--- src/rtl/two_to_one_rr_arbiter.sv ---
// rtl/two_to_one_rr_arbiter.sv - 2:1 round-robin stream arbiter with burst lock and registered mux select
// Optional per-source accepted-beat counters: define TWO_TO_ONE_RR_GRANT_CNT_EN.
module two_to_one_rr_arbiter #(
    parameter int WIDTH = 8,
    parameter int BURST = 4
) (
    input  logic             clk,
    input  logic             rst_n,
    input  logic             a_valid,
    input  logic [WIDTH-1:0] a_data,
    output logic             a_ready,
    input  logic             b_valid,
    input  logic [WIDTH-1:0] b_data,
    output logic             b_ready,
    output logic             out_valid,
    output logic [WIDTH-1:0] out_data,
    input  logic             out_ready,
    output logic             sel
`ifdef TWO_TO_ONE_RR_GRANT_CNT_EN
   ,output logic [15:0]      cnt_a,
    output logic [15:0]      cnt_b
`endif
);

    localparam int CW = $clog2(BURST + 1);
    localparam logic [CW-1:0] BURST_C = CW'(BURST);

    typedef enum logic {
        PRI_A = 1'b0,
        PRI_B = 1'b1
    } pri_t;

    pri_t          pri_q, pri_d;
    logic [CW-1:0] cnt_q, cnt_d, cnt_sat;
    logic          load, grant_a, grant_b, take_a, take_b;

    assign load = !out_valid || out_ready;

    // Grant: a lone valid source wins; ties (both or neither valid) go to the priority source,
    // so an idle priority source still shows ready.
    always_comb begin
        grant_a = 1'b0;
        grant_b = 1'b0;
        if (a_valid && !b_valid) begin
            grant_a = 1'b1;
        end else if (b_valid && !a_valid) begin
            grant_b = 1'b1;
        end else begin
            grant_a = (pri_q == PRI_A);
            grant_b = (pri_q == PRI_B);
        end
    end

    assign a_ready = rst_n && load && grant_a;
    assign b_ready = rst_n && load && grant_b;
    assign take_a  = a_valid && a_ready;
    assign take_b  = b_valid && b_ready;

    // Saturating increment keeps the count meaningful even when BURST fits the width exactly.
    assign cnt_sat = (cnt_q == BURST_C) ? cnt_q : cnt_q + 1'b1;

    // Priority next state: lock counts only contested beats; an uncontested win by the
    // non-priority source hands priority over with one beat already used.
    always_comb begin
        pri_d = pri_q;
        cnt_d = cnt_q;
        if (take_a) begin
            if (pri_q == PRI_A) begin
                if (b_valid) begin
                    if (cnt_sat >= BURST_C) begin
                        pri_d = PRI_B;
                        cnt_d = '0;
                    end else begin
                        cnt_d = cnt_sat;
                    end
                end else begin
                    cnt_d = '0;
                end
            end else begin
                pri_d = PRI_A;
                cnt_d = CW'(1);
            end
        end else if (take_b) begin
            if (pri_q == PRI_B) begin
                if (a_valid) begin
                    if (cnt_sat >= BURST_C) begin
                        pri_d = PRI_A;
                        cnt_d = '0;
                    end else begin
                        cnt_d = cnt_sat;
                    end
                end else begin
                    cnt_d = '0;
                end
            end else begin
                pri_d = PRI_B;
                cnt_d = CW'(1);
            end
        end
    end

    // Priority state and burst counter registers.
    always_ff @(posedge clk or negedge rst_n) begin
        if (!rst_n) begin
            pri_q <= PRI_A;
            cnt_q <= '0;
        end else begin
            pri_q <= pri_d;
            cnt_q <= cnt_d;
        end
    end

    // Output register: data and select load together so the mux never sees a mismatched pair.
    always_ff @(posedge clk or negedge rst_n) begin
        if (!rst_n) begin
            out_valid <= 1'b0;
            out_data  <= '0;
            sel       <= 1'b0;
        end else if (load) begin
            out_valid <= take_a || take_b;
            if (take_a) begin
                out_data <= a_data;
                sel      <= 1'b0;
            end else if (take_b) begin
                out_data <= b_data;
                sel      <= 1'b1;
            end
        end
    end

`ifdef TWO_TO_ONE_RR_GRANT_CNT_EN
    // Free-running accepted-beat counters, wrapping at 16 bits.
    always_ff @(posedge clk or negedge rst_n) begin
        if (!rst_n) begin
            cnt_a <= '0;
            cnt_b <= '0;
        end else begin
            if (take_a) cnt_a <= cnt_a + 16'd1;
            if (take_b) cnt_b <= cnt_b + 16'd1;
        end
    end
`endif

endmodule

--- config.mk ---
export PLATFORM = sky130hd
export DESIGN_NAME = two_to_one_rr_arbiter
export DESIGN_NICKNAME = d
export VERILOG_FILES = /design/src/rtl/two_to_one_rr_arbiter.sv
export SDC_FILE = /design/constraint.sdc
export NUM_CORES = 1
export LEC_CHECK = 0
export CORE_ASPECT_RATIO = 1.5
export CORE_UTILIZATION = 41
export CTS_CLUSTER_SIZE = 24
export DETAILED_ROUTE_END_ITERATION = 10
export PLACE_DENSITY = 0.75
export SETUP_SLACK_MARGIN = 0.1
export SLEW_MARGIN = 20
export SYNTH_ARGS = -nofsm -noshare
export SYNTH_HDL_FRONTEND = slang
export SYNTH_SLANG_ARGS = --single-unit
--- constraint.sdc ---
create_clock -name clk -period 1.8 [get_ports clk]
set_input_delay 0.54 -clock clk [delete_from_list [all_inputs] [get_ports clk]]
set_output_delay 0.54 -clock clk [all_outputs]
set_load 0.03 [all_outputs]
==> summary.txt <==
Hold Fails Final Rpt = 0
Initial core utilization = 0.436
RD Place Congestion = 0.710
Avg WL per Cell = 13.4 um
Setup tns final = -0.0302 ns
Vias = 798
Leading area contributor after synthesis = dfrtp_1
Area delta synth->final = 56.6%
Worst Tran Pin Value = 0.300 ns
Syn nets = 113
Crit path launch type = register
EDFF count, synth = 0
Cells on worst reg2reg path = 6
Relative max-transition margin = 0.801
Clock root cell = clkbuf_4
Most instantiated cells after synthesis = dfrtp_1, nand2_1, nor2_1, o31ai_1, a31oi_1
Netlist cell types = 24
Core area = 0.00183 mm2
Largest net degree at the start of global routing = 17
Post-cts hold buffer count = 0
Clock power frac = 0.165
Via/cell ratio = 5.25
CTS buffer count = 3
Peak VDD IR = 0.590 mV
Die H = 56.0 um
Cell Area, Synth = 798 um2
WP data required = 1.26 ns
CTS Sinks = 14
Failing checks = setup timing
Synthesis Warnings = 0
Initial antenna violation count = 0
Post-detail-place hpwl = 1.47 mm
Worst-path fanout max = 3
Vias in the first global route = 770
Sw frac = 0.371
Top-Level Pins = 33
Die W = 38.0 um
Fin. max-slew vios = 0
Diode count = 0
Drt drc = 0
Final period util = 1.02
Int Pwr = 0.670 mW
WS Path Type = reg2out
Yosys top cell area share = 0.439
Post-synth ARST share = 1.00
Clock slew at reported path FFs = 0.09 ns
Core Util, Final = 0.683
PnR worst setup slack = -0.0302 ns
Final setup vio count = 1
Number of port buffers = 32
LEAKAGE = 0.598 nW
Clock Latency Late Sink = 0.28 ns
WP data arrival = 1.29 ns
Number of max-cap violations = 0
Period minus WS final = 1.83 ns
Final wirelength = 2.04 mm
Worst Hold Class = in2async
Post-Syn Instances = 90
Layout cell share with drive strength beyond 1 = 0.214
Setup crit end kind = output port
Highest Clock Rate = 0.546 GHz
Initial drt markers = 21
Die ar. = 0.00213 mm2
Num rows = 19
GR peak layer = met2
DR pass1 iterations = 4
Dpl ws = -0.405 ns
Psw = 0.394 mW
Total Routing Usage GR = 0.214
Clock skew = 0.0118 ns
Leading post-synthesis cells by cell area = dfrtp_1, o31ai_1, nand2_1, nor2_1, a31oi_1
RSZ-0062 raised after global routing = true
Met2 Use GR = 0.361
Flops & latches, synth = 14
Deepest clock path buffer count = 2
Main synth FF type = dfrtp_1
Met1 GRT Util = 0.260
Total global routing overflow = 0
Max H-tree Level = 1
Antenna Nets Post-Route = 0
Seq/Total Area, Yosys = 0.439
Combinational share of power = 0.449
Grt met3 use = 0.0240
Outcome = finished, violations left
First-pass GRT wire length = 3.27 mm
Sequential share of power = 0.386
PD cells = 851 mW/mm2
Layout Nets = 156
Pwr Total = 1.06 mW
CTS tree = built
Syn_area_per_cell = 8.87 um2
==> cell usage in the layout (no fill, tap or decap), types with 2 or more instances in the layout <==
master / count
nor2b_4: 2
ha_1: 2
dlygate4sd2_1: 13
buf_6: 2
inv_1: 3
clkbuf_4: 3
buf_4: 12
o31ai_1: 10
clkdlybuf4s50_1: 16
nand2b_4: 2
a31oi_1: 8
nor2_1: 13
nand2_1: 13
dfrtp_1: 14
==> path summary, 6_finish.rpt <==
check                             from          end  slack (ns)
setup / recovery                 pri_q      a_ready       -0.03
hold / removal                   rst_n    out_valid        0.40
setup reg to reg             out_valid  out_data[7]        0.32
hold reg to reg            out_data[0]  out_data[0]        0.48
max in group asynchronous        rst_n  out_data[5]        1.03
min in group clk           out_data[0]  out_data[0]        0.48
==> critical path, cell delays in order, from the launching register on <==
cell	delay, ns
dfrtp_1	0.41
nand2b_4	0.17
a21oi_4	0.14
nor2b_4	0.16
buf_6	0.13
==> cell families (layout without fill, tap and decap cells) <==
kind of cell	after synthesis	after routing	synth area share
AND/OR/NAND/NOR	39	39	0.223
buffers and inverters	10	51	0.0893
flip-flops	14	14	0.439
AO/OA/AOI/OAI	24	24	0.205
adder cells (fa/ha/maj)	2	2	0.0313
multiplexers	1	1	0.0125
==> registers in the layout (all words and copies together) (netlist names) <==
| signal | flops |
|---|---|
| pri_q | 1 |
| out_data | 8 |
| out_valid | 1 |
| sel | 1 |
| cnt_q | 3 |
==> timing repair <==
item	4_1_cts	5_1_grt
resized for setup	26	0
hold endpoints to repair	0	0
setup buffers	2	1
gates cloned	0	0
pin swaps	3	0
setup endpoints to repair	13	2
==> cell type report <==
type,instances,area [um2]
Fill cell,155,581
Multi-Input combinational cell,66,428
Timing Repair Buffer,45,412
Sequential cell,14,350
Tap cell,21,26.3
Clock buffer,3,22.5
Inverter,3,11.3
==> per-layer routing <==
layer / vias up / routed length [um]
met3: 2 / 86
met4: 0 / 16
li1: 401 / -
met5: - / 0
met1: 367 / 834
met2: 28 / 1110
==> metrics by stage <==
stage,std cells,hold slack (ns),instance area (um2)
2_1_floorplan,90,0.244,812
3_3_place_gp,146,0.459,1180
3_5_place_dp,146,0.466,1180
4_1_cts,151,0.414,1240
5_1_grt,152,0.418,1250
6_report,152,0.399,1250
==> power groups by stage <==
stage	clock, mW	combinational (mW)	sequential [mW]
6_report	0.176	0.478	0.410
3_5_place_dp	0	0.464	0.422
5_1_grt	0.188	0.521	0.419
4_1_cts	0.178	0.474	0.411
3_3_place_gp	0	0.453	0.418
2_1_floorplan	0	0.187	0.499
(Power assumes the default switching activity.)
